<file path="config.mk">
export PLATFORM = sky130hd
export DESIGN_NAME = wb_arbiter_flat
export DESIGN_NICKNAME = d
export VERILOG_FILES = /design/src/rtl/wb_pkg.sv /design/src/rtl/wb_arbiter_if.sv /design/src/rtl/wb_fifo.sv /design/src/rtl/wb_arbiter.sv /design/src/flat_wrapper.sv
export SDC_FILE = /design/constraint.sdc
export NUM_CORES = 1
export LEC_CHECK = 0
export ABC_AREA = 1
export CORE_ASPECT_RATIO = 1.4
export CORE_UTILIZATION = 45
export DETAILED_ROUTE_END_ITERATION = 8
export GPL_ROUTABILITY_DRIVEN = 0
export GPL_TIMING_DRIVEN = 1
export MAX_ROUTING_LAYER = met4
export PLACE_DENSITY = 0.66
export SLEW_MARGIN = 15
export SYNTH_ARGS = -nofsm -noshare
export SYNTH_HDL_FRONTEND = slang
export SYNTH_SLANG_ARGS = --single-unit
</file>
<file path="constraint.sdc">
create_clock -name clk -period 7.15 [get_ports clk]
set_clock_uncertainty 0.1 [all_clocks]
set_input_delay 1.43 -clock clk [delete_from_list [all_inputs] [get_ports clk]]
set_output_delay 1.43 -clock clk [all_outputs]
set_load 0.005 [all_outputs]
</file>
<file path="src/rtl/wb_pkg.sv">
// Shared types and defaults for the writeback arbiter: the buffered result entry
// and the architectural zero register that is never written.
package wb_pkg;
    localparam int WB_NUM_SOURCES     = 4;
    localparam int WB_NUM_WRITE_PORTS = 3;
    localparam int WB_S_INDEX         = 5;
    localparam int WB_S_WIDTH         = 32;
    localparam int WB_FIFO_DEPTH      = 2;

    typedef struct packed {
        logic [WB_S_INDEX-1:0] dest;
        logic [WB_S_WIDTH-1:0] data;
    } wb_entry_t;

    localparam logic [WB_S_INDEX-1:0] WB_ZERO_REG = '0;

    function automatic logic is_zero_reg(input logic [WB_S_INDEX-1:0] d);
        return d == WB_ZERO_REG;
    endfunction
endpackage

</file>
<file path="src/rtl/wb_arbiter_if.sv">
// Result-collection and register-file write-port bundle of the writeback arbiter.
// The master modport is the arbiter; the slave modport is its environment.
interface wb_arbiter_if
    import wb_pkg::*;
#(
    parameter int num_sources     = WB_NUM_SOURCES,
    parameter int num_write_ports = WB_NUM_WRITE_PORTS,
    parameter int s_index         = WB_S_INDEX,
    parameter int s_width         = WB_S_WIDTH
) ();
    logic [num_sources-1:0]                  src_valid;
    logic [num_sources-1:0]                  src_ready;
    logic [num_sources-1:0][s_index-1:0]     src_dest;
    logic [num_sources-1:0][s_width-1:0]     src_data;
    logic [num_write_ports-1:0]              ld;
    logic [num_write_ports-1:0][s_index-1:0] dest;
    logic [num_write_ports-1:0][s_width-1:0] in;
    logic                                    busy;

    modport master (
        input  src_valid, src_dest, src_data,
        output src_ready, ld, dest, in, busy
    );

    modport slave (
        output src_valid, src_dest, src_data,
        input  src_ready, ld, dest, in, busy
    );
endinterface

</file>
<file path="src/rtl/wb_fifo.sv">
// Per-source result FIFO; the head entry is visible combinationally for arbitration.
// Pushes while full and pops while empty are ignored.
module wb_fifo
    import wb_pkg::*;
#(
    parameter int fifo_depth = WB_FIFO_DEPTH
) (
    input  logic      clk,
    input  logic      rst,
    input  logic      i_push,
    input  logic      i_pop,
    input  wb_entry_t i_wdata,
    output logic      o_full,
    output logic      o_empty,
    output wb_entry_t o_head
);
    localparam int PTR_W = $clog2(fifo_depth);
    localparam int CNT_W = PTR_W + 1;

    wb_entry_t        r_mem [fifo_depth];
    logic [PTR_W-1:0] r_wptr;
    logic [PTR_W-1:0] r_rptr;
    logic [CNT_W-1:0] r_count;
    logic             w_do_push;
    logic             w_do_pop;

    assign o_full    = (r_count == CNT_W'(fifo_depth));
    assign o_empty   = (r_count == '0);
    assign o_head    = r_mem[r_rptr];
    assign w_do_push = i_push & ~o_full;
    assign w_do_pop  = i_pop & ~o_empty;

    // Depth is a power of two, so pointers wrap by natural overflow.
    always_ff @(posedge clk) begin
        if (!rst) begin
            r_wptr  <= '0;
            r_rptr  <= '0;
            r_count <= '0;
        end else begin
            if (w_do_push) r_wptr <= r_wptr + 1'b1;
            if (w_do_pop)  r_rptr <= r_rptr + 1'b1;
            r_count <= r_count + CNT_W'(w_do_push) - CNT_W'(w_do_pop);
        end
    end

    always_ff @(posedge clk) begin
        if (w_do_push) r_mem[r_wptr] <= i_wdata;
    end
endmodule

</file>
<file path="src/rtl/wb_arbiter.sv">
// Writeback arbiter: buffers functional-unit results and grants up to num_write_ports
// of them per cycle, round-robin, onto registered register-file write ports.
module wb_arbiter
    import wb_pkg::*;
#(
    parameter int num_sources     = WB_NUM_SOURCES,
    parameter int num_write_ports = WB_NUM_WRITE_PORTS,
    parameter int s_index         = WB_S_INDEX,
    parameter int s_width         = WB_S_WIDTH,
    parameter int fifo_depth      = WB_FIFO_DEPTH
) (
    input  logic          clk,
    input  logic          rst,
    wb_arbiter_if.master  bus
);
    localparam int NS    = num_sources;
    localparam int NWP   = num_write_ports;
    localparam int IDX_W = (NS > 1) ? $clog2(NS) : 1;

    logic [NS-1:0]              w_full;
    logic [NS-1:0]              w_empty;
    logic [NS-1:0]              w_push;
    logic [NS-1:0]              w_pop;
    wb_entry_t                  w_head  [NS];
    wb_entry_t                  w_wdata [NS];

    logic [IDX_W-1:0]           r_rr_ptr;
    logic [IDX_W-1:0]           w_rr_next;
    logic [NWP-1:0]             w_ld;
    logic [NWP-1:0][s_index-1:0] w_dest;
    logic [NWP-1:0][s_width-1:0] w_data;
    logic [NWP-1:0]             r_ld;
    logic [NWP-1:0][s_index-1:0] r_dest;
    logic [NWP-1:0][s_width-1:0] r_data;

    assign bus.src_ready = {NS{rst}} & ~w_full;
    assign w_push        = bus.src_valid & bus.src_ready;

    for (genvar g = 0; g < NS; g++) begin : g_src
        assign w_wdata[g] = {bus.src_dest[g], bus.src_data[g]};

        wb_fifo #(.fifo_depth(fifo_depth)) u_fifo (
            .clk     (clk),
            .rst     (rst),
            .i_push  (w_push[g]),
            .i_pop   (w_pop[g]),
            .i_wdata (w_wdata[g]),
            .o_full  (w_full[g]),
            .o_empty (w_empty[g]),
            .o_head  (w_head[g])
        );
    end

    // Round-robin scan; zero-register heads are dropped without using a port,
    // and a head whose dest was already granted this cycle waits in its FIFO.
    always_comb begin
        int        n_grant;
        int        last;
        int        idx;
        int        nxt;
        logic      any;
        logic      v_empty;
        logic      v_conflict;
        wb_entry_t v_head;

        w_pop      = '0;
        w_ld       = '0;
        w_dest     = '0;
        w_data     = '0;
        n_grant    = 0;
        last       = 0;
        idx        = 0;
        nxt        = 0;
        any        = 1'b0;
        v_empty    = 1'b1;
        v_conflict = 1'b0;
        v_head     = '0;

        for (int k = 0; k < NS; k++) begin
            idx = int'(r_rr_ptr) + k;
            if (idx >= NS) idx = idx - NS;
            v_empty = 1'b1;
            v_head  = '0;
            for (int s = 0; s < NS; s++) begin
                if (s == idx) begin
                    v_empty = w_empty[s];
                    v_head  = w_head[s];
                end
            end
            if (!v_empty && n_grant < NWP) begin
                v_conflict = 1'b0;
                for (int j = 0; j < NWP; j++) begin
                    if (j < n_grant && w_dest[j] == v_head.dest) v_conflict = 1'b1;
                end
                if (is_zero_reg(v_head.dest) || !v_conflict) begin
                    for (int s = 0; s < NS; s++) begin
                        if (s == idx) w_pop[s] = 1'b1;
                    end
                    any  = 1'b1;
                    last = idx;
                end
                if (!is_zero_reg(v_head.dest) && !v_conflict) begin
                    for (int j = 0; j < NWP; j++) begin
                        if (j == n_grant) begin
                            w_ld[j]   = 1'b1;
                            w_dest[j] = v_head.dest;
                            w_data[j] = v_head.data;
                        end
                    end
                    n_grant = n_grant + 1;
                end
            end
        end

        nxt = last + 1;
        if (nxt >= NS) nxt = 0;
        w_rr_next = any ? IDX_W'(nxt) : r_rr_ptr;
    end

    always_ff @(posedge clk) begin
        if (!rst) begin
            r_rr_ptr <= '0;
            r_ld     <= '0;
            r_dest   <= '0;
            r_data   <= '0;
        end else begin
            r_rr_ptr <= w_rr_next;
            r_ld     <= w_ld;
            for (int j = 0; j < NWP; j++) begin
                if (w_ld[j]) begin
                    r_dest[j] <= w_dest[j];
                    r_data[j] <= w_data[j];
                end
            end
        end
    end

    assign bus.ld   = r_ld;
    assign bus.dest = r_dest;
    assign bus.in   = r_data;
    assign bus.busy = (|(~w_empty)) | (|r_ld);
endmodule

</file>
<file path="src/flat_wrapper.sv">
// flat-port wrapper written by rule: the top's interface ports become plain ports
module wb_arbiter_flat import wb_pkg::*;
#(
    parameter int num_sources     = WB_NUM_SOURCES,
    parameter int num_write_ports = WB_NUM_WRITE_PORTS,
    parameter int s_index         = WB_S_INDEX,
    parameter int s_width         = WB_S_WIDTH,
    parameter int fifo_depth      = WB_FIFO_DEPTH
)
  (clk, rst, bus_src_valid, bus_src_dest, bus_src_data, bus_src_ready, bus_ld, bus_dest, bus_in, bus_busy);
  wb_arbiter_if #(.num_sources(num_sources), .num_write_ports(num_write_ports), .s_index(s_index), .s_width(s_width)) bus_i ();
  input  logic clk;
  input  logic rst;
  input wire logic [$bits(bus_i.src_valid)-1:0] bus_src_valid;
  input wire logic [$bits(bus_i.src_dest)-1:0] bus_src_dest;
  input wire logic [$bits(bus_i.src_data)-1:0] bus_src_data;
  output wire logic [$bits(bus_i.src_ready)-1:0] bus_src_ready;
  output wire logic [$bits(bus_i.ld)-1:0] bus_ld;
  output wire logic [$bits(bus_i.dest)-1:0] bus_dest;
  output wire logic [$bits(bus_i.in)-1:0] bus_in;
  output wire logic [$bits(bus_i.busy)-1:0] bus_busy;
  assign bus_i.src_valid = bus_src_valid;
  assign bus_i.src_dest = bus_src_dest;
  assign bus_i.src_data = bus_src_data;
  assign bus_src_ready = bus_i.src_ready;
  assign bus_ld = bus_i.ld;
  assign bus_dest = bus_i.dest;
  assign bus_in = bus_i.in;
  assign bus_busy = bus_i.busy;
  wb_arbiter #(.num_sources(num_sources), .num_write_ports(num_write_ports), .s_index(s_index), .s_width(s_width), .fifo_depth(fifo_depth)) u_core (.clk(clk), .rst(rst), .bus(bus_i));
endmodule
</file>
==> impl_metrics.py, run 1 <==
metrics = {
    "final_layout": {
        "num_antenna_cells": 0,
        "nets": 3196,
        "layout-drive-gt1-share": 0.0719,
        "syn_to_final_growth_pct": 19.6,
    },
    "synthesis": {
        "syn_avg_cell_area_um2": 8.37,
        "synth_edf_count": 296,
        "synth-main-ff-cell": "edfxtp_1",
        "synth_seq_area_share": 0.489,
        "synth-async-reset-ratio": 0,
        "synthDistinctLibCells": 55,
        "synth_cells": 2840,
        "synth_area_mm2": 0.0238,
        "ys_seq_elements": 432,
        "ys_warn_count": 0,
        "synthesis.nets": 3024,
    },
    "critical_path": {
        "crit_arrival_ns": 6.87,
        "ff2ff_path_depth": 48,
        "critPathLaunchType": "register",
        "critPathMaxFanout": 29,
        "cp_slowest_cell": "dfxtp_2",
        "critPathKind": "reg -> reg",
        "required_ns": 7.53,
        "end_kind": "register",
        "slowest_delay_ns": 0.43,
        "cp_common_cell": "nand2_1",
    },
    "clocking": {
        "cts_sinks": 432,
        "cts-root-buf": "clkbuf_16",
        "worstSkewPairLatency_ns": 0.59,
        "cts_made_buffers": 42,
        "clk_pin_slew_ns": 0.06,
        "clock_path_buffers": 3,
        "h-tree-depth": 2,
        "cts_tree": "done",
        "hold_buffers": 0,
    },
    "floorplan": {
        "io_pins": 273,
        "dieArea_mm2": 0.0537,
        "fp.dieW_um": 196,
        "fp.dieH_um": 274,
        "initial_utilization": 0.456,
        "num_rows": 99,
        "core_mm2": 0.0521,
    },
    "drt": {
        "drt_wl_total_mm": 79.3,
        "avgViaCountPerCell": 5.85,
        "first_iter_violations": 3005,
        "vias": 21900,
        "drt_pass1_iterations": 6,
        "ant_nets": 0,
        "drc_errors": 0,
        "route.detailed.wl_per_inst_um": 21.1,
    },
    "global_route": {
        "grtUsageTotal": 0.297,
        "grt_pass1_vias": 19600,
        "antenna_found_initial": 0,
        "grt_pass1_wl_mm": 119,
        "grt_max_degree": 118,
        "overflow": 0,
    },
    "timing": {
        "period_needed_ns": 6.49,
        "finalSetupTns_ns": 0,
        "slew_violations": 0,
        "postLayoutSetupSlackWorst_ns": 0.656,
        "setup_viol": 0,
        "timing.final.crit_share": 0.908,
        "hold_violations": 0,
        "max_slew_margin": 0.188,
        "worst_pin_slew_ns": 1.22,
        "rsz0062_at_grt": "false",
        "timing.fmax_ghz": 0.154,
    },
    "power": {
        "powerDensity_mw_per_mm2": 523,
        "ir_drop_v": 0.000468,
        "p_leak_nw": 11.0,
    },
    "job": {
        "cap_violations": 0,
    },
    "placement": {
        "place.port_buffers": 272,
        "pre_cts_ws_ns": 0.276,
        "dp_hpwl_mm": 58.1,
    },
    "outcome": {
        "outcome": "complete, no violations",
    },
    "hold_path": {
        "holdPathStages": 1,
        "hold_path.class": "reg -> reg",
    },
}
==> kinds of logic after synthesis <==
| logic type | share of synthesized area |
|---|---|
| xor+xnor | 0.00147 |
| flops | 0.489 |
| mux | 0.0316 |
| fa+ha+maj | 0.0158 |
| simple gates | 0.195 |
| buf+inv | 0.0717 |
| compound gates | 0.196 |
==> cell type report <==
cell class                 count  area [um^2]
inverter                     210          806
fill                        4693        23700
clock buffer                  58         1160
multi-input combinational   2004        10600
tap                          707          885
clock inverter                20          231
timing repair buffer         322         3150
sequential                   432        11600
==> worst paths after layout <==
kind                                                                   end                                  startpoint  slack [ns]
worst max-delay path                       u_core.r_rr_ptr[1]$_SDFFE_PN0P_             u_core.r_rr_ptr[0]$_SDFFE_PN0P_        0.66
worst min-delay path            u_core.g_src[3].u_fifo.r_rptr$_SDFFE_PN0P_  u_core.g_src[3].u_fifo.r_rptr$_SDFFE_PN0P_        0.35
worst max register to register             u_core.r_rr_ptr[1]$_SDFFE_PN0P_             u_core.r_rr_ptr[0]$_SDFFE_PN0P_        0.66
worst min register to register  u_core.g_src[3].u_fifo.r_rptr$_SDFFE_PN0P_  u_core.g_src[3].u_fifo.r_rptr$_SDFFE_PN0P_        0.35
==> per-layer routing <==
metal	share of wire	track usage	vias to the layer above
li1	-	-	10300
met1	0.42	0.410	10100
met2	0.42	0.423	1380
met3	0.11	0.0549	203
met4	0.052	0.136	0
met5	0	-	-
==> worst max-delay path: cells and delay by family (launching register included) <==
kind | cells | cell delay [ns]
DFF | 1 | 0.43
and+or+nand+nor | 30 | 3.02
buffers and inverters | 7 | 0.83
AOI/OAI and AO/OA | 6 | 0.75
adders and majority gates | 5 | 1.26
==> registers in the layout, indices dropped and copies added (netlist names), named ones only <==
| signal | count |
|---|---|
| u_core.g_src.u_fifo.r_count | 8 |
| u_core.g_src.u_fifo.r_rptr | 4 |
| u_core.r_rr_ptr | 2 |
| u_core.g_src.u_fifo.r_mem | 296 |
| u_core.bus.ld | 3 |
| u_core.bus.dest | 15 |
| u_core.g_src.u_fifo.r_wptr | 4 |
| u_core.bus.in | 96 |
==> layout by cell type (no fill, tap or decap), types with 5 or more instances in the layout <==
cell	synthesis	layout
a21oi_1	168	168
a221oi_1	7	6
a22oi_1	29	29
a31oi_1	39	39
buf_4	12	45
clkbuf_1	113	12
clkbuf_16	0	43
clkdlybuf4s50_1	0	271
clkinv_2	0	7
dfxtp_1	136	133
edfxtp_1	296	296
ha_1	30	25
inv_1	176	176
inv_2	29	27
inv_4	3	6
mux2i_1	75	75
nand2_1	869	869
nand2_2	10	9
nand2_4	5	6
nand3_1	80	80
nand3_2	8	8
nand4_1	12	12
nor2_1	104	96
nor2_2	5	5
nor2_4	4	12
nor3_1	8	8
o211ai_1	56	56
o21ai_0	197	197
o21ai_1	76	76
o221ai_1	60	60
o22ai_1	106	106
o311ai_1	10	10
o31ai_1	5	5
==> cell usage after synthesis, types with 7 or more instances <==
| master | count | area [um^2] |
|---|---|---|
| a21oi_1 | 168 | 841 |
| a221oi_1 | 7 | 61.3 |
| a22oi_1 | 29 | 218 |
| a31oi_1 | 39 | 244 |
| buf_1 | 27 | 101 |
| buf_2 | 29 | 145 |
| buf_4 | 12 | 90.1 |
| buf_6 | 13 | 146 |
| clkbuf_1 | 113 | 424 |
| dfxtp_1 | 136 | 2720 |
| edfxtp_1 | 296 | 8890 |
| ha_1 | 30 | 375 |
| inv_1 | 176 | 661 |
| inv_2 | 29 | 109 |
| mux2i_1 | 75 | 751 |
| nand2_1 | 869 | 3260 |
| nand2_2 | 10 | 62.6 |
| nand3_1 | 80 | 400 |
| nand3_2 | 8 | 80.1 |
| nand4_1 | 12 | 75.1 |
| nor2_1 | 104 | 390 |
| nor3_1 | 8 | 40.0 |
| o211ai_1 | 56 | 420 |
| o21ai_0 | 197 | 986 |
| o21ai_1 | 76 | 380 |
| o221ai_1 | 60 | 526 |
| o22ai_1 | 106 | 663 |
| o311ai_1 | 10 | 87.6 |
==> repair_timing <==
item	CTS	global route
gates resized for setup	0	18
setup endpoints to repair	0	5
buffers inserted	0	6
==> through the flow <==
| stage | instances | hold slack (ns) | utilization | power, mW | instance area, um^2 |
|---|---|---|---|---|---|
| floorplan | 2840 | 0.326 | - | 9.70 | 23800 |
| global placement | 3667 | 0.336 | 0.515 | 12.1 | 26900 |
| detailed placement | 3667 | 0.341 | 0.515 | 12.2 | 26900 |
| CTS | 3745 | 0.350 | 0.542 | 14.5 | 28300 |
| global route | 3753 | 0.359 | 0.545 | 15.8 | 28400 |
| finish | 3753 | 0.353 | 0.545 | 14.9 | 28400 |
==> where the power goes <==
group | internal, mW | switching (mW)
Combinational | 2.94 | 6.42
Sequential | 3.06 | 0.194
Clock | 1.24 | 1.01
Total | 7.24 | 7.62
(Power assumes the default switching activity.)
==> inputs of run 2 (changes only) <==
SLEW_MARGIN = 10   (was 15)
==> run 2 against run 1 <==
Compared with the run above:
- via count down 0.35%
- hold slack better by 0.0026 ns
- core utilization down 0.077 points
- clock-buffer cell count unchanged
- first-iteration DRC count down 0.23%
- fmax down 0.92%
- critical endpoint unchanged
- largest power group unchanged
==> impl_metrics.py, run 2 (synthesis gave the netlist of run 1 again) <==
metrics = {
    "clocking": {
        "h-tree-depth": 2,
        "cts_made_buffers": 42,
        "hold_buffers": 0,
        "clock_path_buffers": 3,
        "worstSkewPairLatency_ns": 0.59,
        "cts_sinks": 432,
        "clk_pin_slew_ns": 0.06,
        "cts-root-buf": "clkbuf_16",
        "cts_tree": "done",
    },
    "global_route": {
        "overflow": 0,
        "use_met2": 0.423,
        "gr-usage-met3": 0.0549,
        "grt.busiest_layer": "met2",
        "antenna_found_initial": 0,
        "grt_util_met1": 0.410,
        "grtUsageTotal": 0.297,
        "grt_pass1_wl_mm": 119,
        "grt_pass1_vias": 19600,
        "grt_max_degree": 118,
    },
    "drt": {
        "drc_errors": 0,
        "avgViaCountPerCell": 5.83,
        "drt_pass1_iterations": 7,
        "ant_nets": 0,
        "first_iter_violations": 2998,
        "route.detailed.wl_per_inst_um": 21.2,
        "vias": 21900,
        "drt_wl_total_mm": 79.4,
    },
    "critical_path": {
        "ff2ff_path_depth": 48,
        "cp_common_cell": "nand2_1",
        "worst-path-buf-inv": 7,
        "end_kind": "register",
        "critical_path.top_delay_family": "simple AND/OR/NAND/NOR gates",
        "critPathLaunchType": "register",
        "crit_arrival_ns": 6.93,
        "timing.rr.start": "u_core.r_rr_ptr[0]$_SDFFE_PN0P_",
        "r2r_end": "u_core.r_rr_ptr[1]$_SDFFE_PN0P_",
        "slowest_delay_ns": 0.43,
        "cp.depth": 48,
        "critPathKind": "reg -> reg",
        "reg2reg_slack_ns": 0.59,
        "required_ns": 7.52,
        "cp_slowest_cell": "dfxtp_2",
        "critPathMaxFanout": 29,
    },
    "floorplan": {
        "fp.dieW_um": 196,
        "num_rows": 99,
        "io_pins": 273,
        "dieArea_mm2": 0.0537,
        "core_mm2": 0.0521,
        "initial_utilization": 0.456,
        "fp.dieH_um": 274,
    },
    "final_layout": {
        "final_cell_mix": "nand2_1 (869), edfxtp_1 (296), clkdlybuf4s50_1 (271)",
        "num_antenna_cells": 0,
        "largest_register_ffs": 296,
        "postLayoutCoreUtil": 0.544,
        "largest_register": "u_core.g_src.u_fifo.r_mem",
        "syn_to_final_growth_pct": 19.4,
        "layout-drive-gt1-share": 0.0713,
        "nets": 3194,
        "final_common_cell": "nand2_1",
    },
    "timing": {
        "rsz0062_at_grt": "false",
        "timing.final.crit_share": 0.917,
        "period_needed_ns": 6.56,
        "hold_violations": 0,
        "max_slew_margin": 0.176,
        "setup_viol": 0,
        "worst_pin_slew_ns": 1.23,
        "slew_violations": 0,
        "timing.fmax_ghz": 0.153,
        "finalSetupTns_ns": 0,
    },
    "hold_path": {
        "hold_path.class": "reg -> reg",
        "min_from": "u_core.g_src[0].u_fifo.r_rptr$_SDFFE_PN0P_",
        "holdPathStages": 1,
        "hold_path_end": "u_core.g_src[0].u_fifo.r_rptr$_SDFFE_PN0P_",
    },
    "placement": {
        "place.port_buffers": 272,
        "dp_hpwl_mm": 58.1,
    },
    "job": {
        "cap_violations": 0,
    },
    "power": {
        "powerDensity_mw_per_mm2": 524,
        "ir_drop_v": 0.000472,
        "p_leak_nw": 11.0,
    },
    "outcome": {
        "outcome": "complete, no violations",
    },
}
-- run 2: changes by cell type in the layout (fill, tap and decap cells not counted), sizes merged --
| cell | before | now |
|---|---|---|
| buf | 51 | 49 |
-- run 2: layer usage --
layer,part of all wire,vias to the layer above
met5,0,-
met4,0.049,0
met3,0.10,201
met2,0.43,1340
met1,0.42,10000
li1,-,10300
-- run 2: metrics by stage --
| step | setup slack (ns) | hold WS, ns | cells | power [mW] | instance area (um^2) |
|---|---|---|---|---|---|
| after floorplan | 1.01 | 0.326 | 2840 | 9.70 | 23800 |
| after global placement | 0.524 | 0.336 | 3667 | 12.1 | 26900 |
| after detailed placement | 0.276 | 0.341 | 3667 | 12.2 | 26900 |
| after CTS | 0.241 | 0.350 | 3745 | 14.5 | 28300 |
| after global routing | 0.00179 | 0.359 | 3751 | 15.8 | 28400 |
| final | 0.595 | 0.355 | 3751 | 14.9 | 28400 |
-- run 2: worst max path at each step --
stage | end | start | slack, ns
floorplan | u_core.r_rr_ptr[0]$_SDFFE_PN0P_ | u_core.r_rr_ptr[0]$_SDFFE_PN0P_ | 1.01
global placement | u_core.r_rr_ptr[1]$_SDFFE_PN0P_ | u_core.r_rr_ptr[1]$_SDFFE_PN0P_ | 0.52
detailed placement | u_core.r_rr_ptr[0]$_SDFFE_PN0P_ | u_core.r_rr_ptr[1]$_SDFFE_PN0P_ | 0.28
CTS | u_core.r_rr_ptr[1]$_SDFFE_PN0P_ | u_core.r_rr_ptr[1]$_SDFFE_PN0P_ | 0.24
global route | u_core.r_rr_ptr[1]$_SDFFE_PN0P_ | u_core.r_rr_ptr[0]$_SDFFE_PN0P_ | 0.002
finish | u_core.r_rr_ptr[1]$_SDFFE_PN0P_ | u_core.r_rr_ptr[0]$_SDFFE_PN0P_ | 0.59
-- run 2: final cells by class --
type	instances	area (um^2)
Inverter	210	806
Timing Repair Buffer	320	3110
Fill cell	4697	23800
Sequential cell	432	11600
Tap cell	707	885
Clock inverter	20	231
Multi-Input combinational cell	2004	10600
Clock buffer	58	1160
-- run 2: report_power, final --
part           switching (mW)  internal [mW]
registers               0.195           3.07
logic                    6.44           2.94
clock network            1.00           1.24
-- run 2: repair_timing --
action,4_1_cts,5_1_grt
setup endpoints to repair,0,5
setup buffers,0,6
resized for setup,0,18
